--- src/rtl/sdram_neg_pkg.sv ---
// sdram_neg_pkg: state encoding and default sizing for the sdram page negotiator
package sdram_neg_pkg;
  typedef enum logic [1:0] {
    IDLE = 2'd0,
    WACK = 2'd1,
    RACK = 2'd2,
    BUSY = 2'd3
  } neg_state_t;
  localparam int DEF_PAGE_WORDS = 512;
  localparam int DEF_FIFO_DEPTH = 2048;
  localparam int DEF_TIMEOUT_CYC = 4096;
endpackage

--- src/rtl/sdram_page_negotiator_row_ptr.sv ---
// row_ptr_wrap: row pointer with increment, clear and runtime wrap limit (0 = full range)
module row_ptr_wrap #(
  parameter int ADDR_W = 15
) (
  input  logic              clk,
  input  logic              reset,
  input  logic              inc,
  input  logic              clr,
  input  logic [ADDR_W-1:0] row_limit,
  output logic [ADDR_W-1:0] ptr
);
  logic [ADDR_W-1:0] last;
  assign last = row_limit - 1'b1;
  always_ff @(posedge clk)
    if (reset || clr) ptr <= '0;
    else if (inc) ptr <= (ptr >= last) ? '0 : ptr + 1'b1;
endmodule

--- src/rtl/sdram_page_negotiator.sv ---
// sdram_page_negotiator: fair page write/read arbiter with watchdog; stats counters under SDRAM_NEG_STATS_EN
module sdram_page_negotiator
  import sdram_neg_pkg::*;
#(
  parameter int ADDR_W      = 15,
  parameter int LVL_W       = 11,
  parameter int FIFO_DEPTH  = DEF_FIFO_DEPTH,
  parameter int PAGE_WORDS  = DEF_PAGE_WORDS,
  parameter int TIMEOUT_CYC = DEF_TIMEOUT_CYC
) (
  input  logic              clk,
  input  logic              reset,
  input  logic              en_write,
  input  logic              en_read,
  input  logic [LVL_W-1:0]  in_level,
  input  logic [LVL_W-1:0]  out_level,
  input  logic [ADDR_W-1:0] row_limit,
  input  logic              ptr_clear,
  output logic              cmd_pagewrite,
  output logic              cmd_pageread,
  input  logic              cmd_ack,
  input  logic              cmd_done,
  output logic [ADDR_W-1:0] rowaddr,
  output logic              busy,
  output logic [ADDR_W-1:0] wr_row,
  output logic [ADDR_W-1:0] rd_row,
  output logic              fault_timeout,
  output logic [31:0]       pages_written,
  output logic [31:0]       pages_read
);
  localparam int WD_W = $clog2(TIMEOUT_CYC) + 1;
  neg_state_t state, state_n;
  logic [WD_W-1:0] wd;
  logic wr_elig, rd_elig, grant_w, grant_r, grant, timeout, wr_inc, rd_inc;
  logic reenter, clr_now, last_was_write, clear_pending;
  assign wr_elig = en_write && ({1'b0, in_level} >= (LVL_W+1)'(PAGE_WORDS));
  assign rd_elig = en_read && ({1'b0, out_level} <= (LVL_W+1)'(FIFO_DEPTH - PAGE_WORDS));
  assign timeout = (state != IDLE) && (wd == WD_W'(TIMEOUT_CYC - 1));
  assign grant = grant_w || grant_r;
  assign reenter = (state != IDLE) && (state_n == IDLE);
  assign clr_now = (state == IDLE) ? (clear_pending || (ptr_clear && !grant))
                                   : (reenter && (clear_pending || ptr_clear));
  assign busy = state != IDLE;
  assign cmd_pagewrite = state == WACK;
  assign cmd_pageread = state == RACK;
  always_comb begin
    state_n = state;
    grant_w = 1'b0;
    grant_r = 1'b0;
    wr_inc = 1'b0;
    rd_inc = 1'b0;
    case (state)
      IDLE: begin
        grant_w = !clear_pending && wr_elig && (!rd_elig || !last_was_write);
        grant_r = !clear_pending && rd_elig && !grant_w;
        state_n = grant_w ? WACK : grant_r ? RACK : IDLE;
      end
      WACK: begin
        wr_inc = cmd_ack;
        state_n = timeout ? IDLE : cmd_ack ? BUSY : WACK;
      end
      RACK: begin
        rd_inc = cmd_ack;
        state_n = timeout ? IDLE : cmd_ack ? BUSY : RACK;
      end
      default: state_n = (timeout || cmd_done) ? IDLE : BUSY;
    endcase
  end
  always_ff @(posedge clk)
    if (reset) begin
      state <= IDLE;
      wd <= '0;
      rowaddr <= '0;
      last_was_write <= 1'b0;
      clear_pending <= 1'b0;
      fault_timeout <= 1'b0;
    end else begin
      state <= state_n;
      wd <= grant ? '0 : (state != IDLE) ? wd + 1'b1 : wd;
      rowaddr <= grant_w ? wr_row : grant_r ? rd_row : rowaddr;
      last_was_write <= wr_inc ? 1'b1 : rd_inc ? 1'b0 : last_was_write;
      clear_pending <= (state == IDLE) ? (ptr_clear && grant) : (clear_pending || ptr_clear);
      fault_timeout <= fault_timeout || timeout;
    end
  row_ptr_wrap #(.ADDR_W(ADDR_W)) u_wr_ptr (
    .clk(clk), .reset(reset), .inc(wr_inc), .clr(clr_now), .row_limit(row_limit), .ptr(wr_row)
  );
  row_ptr_wrap #(.ADDR_W(ADDR_W)) u_rd_ptr (
    .clk(clk), .reset(reset), .inc(rd_inc), .clr(clr_now), .row_limit(row_limit), .ptr(rd_row)
  );
`ifdef SDRAM_NEG_STATS_EN
  always_ff @(posedge clk)
    if (reset || clr_now) begin
      pages_written <= '0;
      pages_read <= '0;
    end else begin
      pages_written <= pages_written + {31'd0, wr_inc};
      pages_read <= pages_read + {31'd0, rd_inc};
    end
`else
  assign pages_written = '0;
  assign pages_read = '0;
`endif
endmodule
--- config.mk ---
export PLATFORM = sky130hd
export DESIGN_NAME = sdram_page_negotiator
export DESIGN_NICKNAME = d
export VERILOG_FILES = /design/src/rtl/sdram_neg_pkg.sv /design/src/rtl/sdram_page_negotiator_row_ptr.sv /design/src/rtl/sdram_page_negotiator.sv
export SDC_FILE = /design/constraint.sdc
export NUM_CORES = 1
export LEC_CHECK = 0
export BUFFER_PORTS_ARGS = -buffer_cell sky130_fd_sc_hd__clkbuf_2
export CAP_MARGIN = 10
export CORE_MARGIN = 1.5
export CORE_UTILIZATION = 52
export CTS_BUF_LIST = sky130_fd_sc_hd__clkbuf_2
export CTS_CLUSTER_DIAMETER = 50
export CTS_CLUSTER_SIZE = 14
export DETAILED_ROUTE_END_ITERATION = 8
export PLACE_DENSITY = 0.86
export SLEW_MARGIN = 20
export SYNTH_ARGS = -nofsm -noshare
export SYNTH_HDL_FRONTEND = slang
export SYNTH_SLANG_ARGS = --single-unit
--- constraint.sdc ---
create_clock -name clk -period 3.28 [get_ports clk]
set_input_delay 0.164 -clock clk [delete_from_list [all_inputs] [get_ports clk]]
set_output_delay 0.164 -clock clk [all_outputs]
set_load 0.005 [all_outputs]
**Yosys cells after proc, flatten, opt, wreduce, memory -nomap -nowiden**

Index checks and enable logic that the tools add are counted.

- Register bits after elaboration: 63
- Input port bits: 44
- Logic and storage cells: 68

- Add/sub/neg operators: 4
- Magnitude comparators: 4
- Equality and inequality tests: 3
- Multiplexer cells: 20
- Reduce and logical (&&, ||, !) cells: 29

Operators with widths:

| operator | number |
|---|---|
| 2-to-1 mux 15 bit | 4 |
| adder 15 x 1 -> 15 bit (second input constant) | 2 |
| >= comparator 15 bit | 2 |
| subtractor 15 x 1 -> 15 bit (second input constant) | 1 |
| adder 13 x 1 -> 13 bit (second input constant) | 1 |
| == test 13 x 12 -> 1 bit (second input constant) | 1 |
| 2-to-1 mux 2 bit | 6 |
| >= comparator 11 x 10 -> 1 bit (second input constant) | 1 |
| <= comparator 11 bit (second input constant) | 1 |
| logical AND 1 bit | 11 |
| 2-to-1 mux 1 bit | 9 |
| logical OR 1 bit | 7 |
| case mux 2 bit (3 select lines) | 1 |
| nonzero test 2 bit | 3 |
| zero test 1 bit | 5 |
| zero test 2 bit | 2 |
| == test 2 x 1 -> 1 bit (second input constant) | 1 |
| == test 2 bit (second input constant) | 1 |
| OR reduction 2 bit | 1 |

**Longest topological paths before layout**

- Depth after elaboration: 15
- Depth in mapped cells: 14
- Depth with buffers taken out: 13

**Hierarchy**

Synthesis repeated with hierarchy kept, for this count alone.

- Cell total of the unflattened synthesis: 582
- Area, all modules: 4984.8 µm²

By module, submodules not included:

| module | instances | cells each | area an instance (µm²) | seq. area each (µm²) |
|---|---|---|---|---|
| sdram_page_negotiator | 1 | 273 | 2334.7 | 660.6 |
| row_ptr_wrap at u_rd_ptr | 1 | 155 | 1343.8 | 300.3 |
| row_ptr_wrap at u_wr_ptr | 1 | 154 | 1306.3 | 300.3 |

**Worst setup path after synthesis**

Ideal clock, no wire load.

- Path kind: input to register
- Start point: in row_limit[7]
- End point: reg u_rd_ptr.ptr[10]
- Data arrival time: 2883 ps
- Required time: 3144 ps
- Setup slack: 261 ps
- Stages on the path: 11
- Path through: or3_1 > or4_1 > or3_1 > xor2_1 > ha_1 > nand3_1 > or3_1 > o211a_4 > a21oi_4 > buf_12 > nor3_2

- Word-level cells in the longest chain between the ends: 3

RTL lines:

| item | line | source |
|---|---|---|
| from (decl) | sdram_page_negotiator.sv:17 | `input logic [ADDR_W-1:0] row_limit,` |
| subtractor 15 x 1 -> 15 bit | sdram_page_negotiator_row_ptr.sv:13 | `assign last = row_limit - 1'b1;` |
| >= comparator 15 bit | sdram_page_negotiator_row_ptr.sv:16 | `else if (inc) ptr <= (ptr >= last) ? '0 : ptr + 1'b1;` |
| 2-to-1 mux 15 bit | sdram_page_negotiator_row_ptr.sv:16 |  |
| to (signal assigned) | sdram_page_negotiator_row_ptr.sv:16 |  |
| to (decl) | sdram_page_negotiator_row_ptr.sv:10 | `output logic [ADDR_W-1:0] ptr` |

No other way between the ends.
A chain may end at the register's enable or synchronous reset.

**Worst setup path after layout**

- Start point: in row_limit[8]
- End point: reg u_wr_ptr.ptr[6]

- Word-level cells in the longest chain between the ends: 3

RTL lines:

| item | line |
|---|---|
| subtractor 15 x 1 -> 15 bit | sdram_page_negotiator_row_ptr.sv:13 |
| >= comparator 15 bit | sdram_page_negotiator_row_ptr.sv:16 |
| 2-to-1 mux 15 bit | sdram_page_negotiator_row_ptr.sv:16 |
| to (signal assigned) | sdram_page_negotiator_row_ptr.sv:16 |
| to (decl) | sdram_page_negotiator_row_ptr.sv:10 |

No other way between the ends.

==> flow_metrics.py <==
metrics = {
    "status": {
        "status": "complete, no violations",
    },
    "global_route": {
        "grt_pass1_vias": 3536,
        "grt_usage_pct": 23.9,
        "grt_max_degree": 32,
        "grt-ovfl-total": 0,
        "grt_pass1_wl_um": 16600,
        "antenna_found_initial": 0,
    },
    "worst_setup_path": {
        "reg2reg_depth": 9,
        "worstPathArrival_ns": 3.15,
        "worstSetupPathType": "in -> reg",
        "worst-path-max-fanout": 12,
        "crit_path_start_kind": "input port",
        "crit_path_end_kind": "flip-flop",
        "critPathRequiredTime_ns": 3.68,
    },
    "placement": {
        "port-buffer-count": 83,
        "dp_hpwl_um": 8470,
        "place_congestion": 0.911,
        "pre_cts_ws_ns": -0.0415,
    },
    "timing": {
        "timing.fmax_ghz": 0.364,
        "max_slew_margin_pct": 53.4,
        "fin_hold_ws_ns": 0.111,
        "min_period_over_period_pct": 83.8,
        "rsz0062_at_grt": "false",
        "setup_viol": 0,
        "clock_skew_ns": 0.0498,
        "slew_violations": 0,
        "max_slew.worst_pin.slew_ns": 0.698,
        "hold_viol_final": 0,
        "worst_slack_ns": 0.530,
        "tns_ns": 0,
        "fin_crit_ns": 2.75,
    },
    "power_and_ir_drop": {
        "worst_ir_drop_vdd_mv": 0.249,
        "power_frac_clock_pct": 29.4,
        "power.net_switching_uw": 592,
        "power_leakage_uw": 0.00221,
        "switching_share_pct": 34.2,
        "seqPwrFrac_pct": 49.0,
        "power.internal_uw": 1140,
        "p_per_area_nw_per_um2": 351,
        "finalPower_uw": 1730,
        "pwr-share-comb_pct": 21.5,
    },
    "yosys": {
        "netlist_area_um2": 4490,
        "synth_warnings": 0,
        "async_reset_ff_share_pct": 0,
        "synthCells": 519,
        "syn_avg_cell_area_um2": 8.65,
        "synth_edf_count": 0,
        "ys_ff_latch": 63,
        "yosys-top-cells-area": "dfxtp_1 (28%), buf_4 (11%), ha_1 (8.9%), xnor2_1 (4.7%), nor2_1 (4.6%)",
        "netlist.area_leader.share_pct": 28.1,
        "synth_area_leader_cell": "dfxtp_1",
        "synth.yosys.seq_area_share_pct": 28.1,
        "synth_cell_type_count": 60,
        "synth_ff_type": "dfxtp_1",
    },
    "finish": {
        "layout_common_cells": "clkbuf_2 (92), conb_1 (64), dfxtp_1 (63)",
        "final_util_pct": 59.4,
        "antennaDiodeCount": 0,
        "final_common_cell": "clkbuf_2",
        "drive_gt1_share_pct": 23.2,
        "fin_nets": 683,
        "syn_to_final_growth_pct": 9.92,
    },
    "cts": {
        "tritoncts": "built",
        "cts_max_level": 3,
        "cts.sinks": 63,
        "cts_resized": 0,
        "numCtsBuffers": 9,
        "ctsHoldBuffers": 1,
        "post_cts_buffers": 0,
        "insertion_delay_ns": 0.53,
        "cts.root.buffer_cell": "clkbuf_2",
        "clk_path_buf_depth": 2,
        "clkTransAtPathRegs_ns": 0.24,
    },
    "hold_path": {
        "hold_depth": 2,
        "hp-class": "in -> reg",
    },
    "routing": {
        "dr.pass1.iters": 4,
        "detail-route-antenna-nets": 0,
        "route.detailed.drc": 0,
        "totalWireLength_um": 10800,
        "drt_iter0_drc": 237,
        "avgRoutedWirePerCell_um": 15.0,
        "num_vias": 3940,
        "vias_per_cell": 5.50,
    },
    "floorplan": {
        "initial_utilization_pct": 54.1,
        "rows": 33,
        "dieArea_um2": 9200,
        "num_io_pins": 157,
        "fp.dieH_um": 95.9,
        "die_width_um": 95.9,
        "core_um2": 8300,
    },
    "flow_run": {
        "drv_cap": 0,
    },
}
-- state kept, by name, summed over array words and instances (netlist names) --
register        count
u_wr_ptr.ptr       15
clear_pending       1
fault_timeout       1
wd                 13
last_was_write      1
rowaddr            15
u_rd_ptr.ptr       15
state               2
-- layout make-up --
cell class | instances | area [µm²]
clock buffers | 9 | 45.0
clock inverters | 7 | 80.1
fillers | 759 | 3370
inverters | 10 | 37.5
multi-input cells | 428 | 2850
flip-flops and latches | 63 | 1260
well taps | 105 | 131
repair buffers | 95 | 533
-- power groups by stage --
stage | clock network [µW] | logic (µW) | registers (µW)
5_1_grt | 543 | 419 | 856
2_1_floorplan | 0 | 305 | 846
3_5_place_dp | 0 | 368 | 864
6_report | 509 | 373 | 849
4_1_cts | 510 | 371 | 848
3_3_place_gp | 0 | 352 | 863
-- worst paths after layout --
path	startpoint	to	slack [ns]
worst min register to register	fault_timeout	fault_timeout	0.50
worst min-delay path	reset	rowaddr[3]	0.11
worst max register to register	state[0]	u_wr_ptr.ptr[12]	0.60
worst max-delay path	row_limit[8]	u_wr_ptr.ptr[6]	0.53
-- cell families after synthesis --
group | synth area share, %
simple gates | 25.4
compound gates | 10.8
fa+ha+maj | 8.92
other cells | 0.0836
flops | 28.1
xor+xnor | 9.98
mux | 2.90
buf+inv | 13.9
-- worst max-delay path: stages --
cell      delay (ns)
clkbuf_2        0.13
or3_1           0.34
or4_1           0.42
or3_1           0.33
xor2_1          0.17
ha_1            0.30
and4_1          0.26
and4_1          0.22
a311oi_2        0.13
nor2_2          0.57
nor3b_1         0.11
-- metrics by stage --
stage | cells | cell area (µm²)
after CTS | 717 | 4930
after global placement | 700 | 4800
after detailed placement | 700 | 4800
after floorplan | 582 | 4720
final | 717 | 4930
after global routing | 717 | 4930
-- metal layers --
| metal | vias to the layer above | wire, µm | GRT usage (%) |
|---|---|---|---|
| met5 | - | 0 | 0 |
| met4 | 0 | 422 | 13.4 |
| li1 | 1886 | - | - |
| met1 | 1841 | 4510 | 29.2 |
| met3 | 27 | 794 | 5.37 |
| met2 | 186 | 5050 | 38.8 |
-- cell usage after synthesis, drive strengths merged, types with 2 or more instances --
| library cell | n |
|---|---|
| nor2b | 5 |
| nand2b | 2 |
| nor4 | 5 |
| xor2 | 22 |
| or4 | 3 |
| nand3b | 4 |
| ha | 32 |
| mux2i | 13 |
| a21oi | 24 |
| inv | 10 |
| and4 | 5 |
| dfxtp | 63 |
| nor3b | 3 |
| nand3 | 19 |
| and3b | 2 |
| nand2 | 33 |
| a21o | 3 |
| or4b | 2 |
| or2 | 3 |
| and3 | 4 |
| nor3 | 30 |
| nand4 | 13 |
| buf | 72 |
| a211oi | 15 |
| nor4b | 2 |
| o22ai | 2 |
| o2111ai | 2 |
| xnor3 | 2 |
| clkbuf | 9 |
| or3 | 7 |
| nor2 | 56 |
| o21bai | 3 |
| o21ai | 9 |
| a31oi | 5 |
| xnor2 | 24 |
Note: power is estimated with default switching activity, not from simulation.
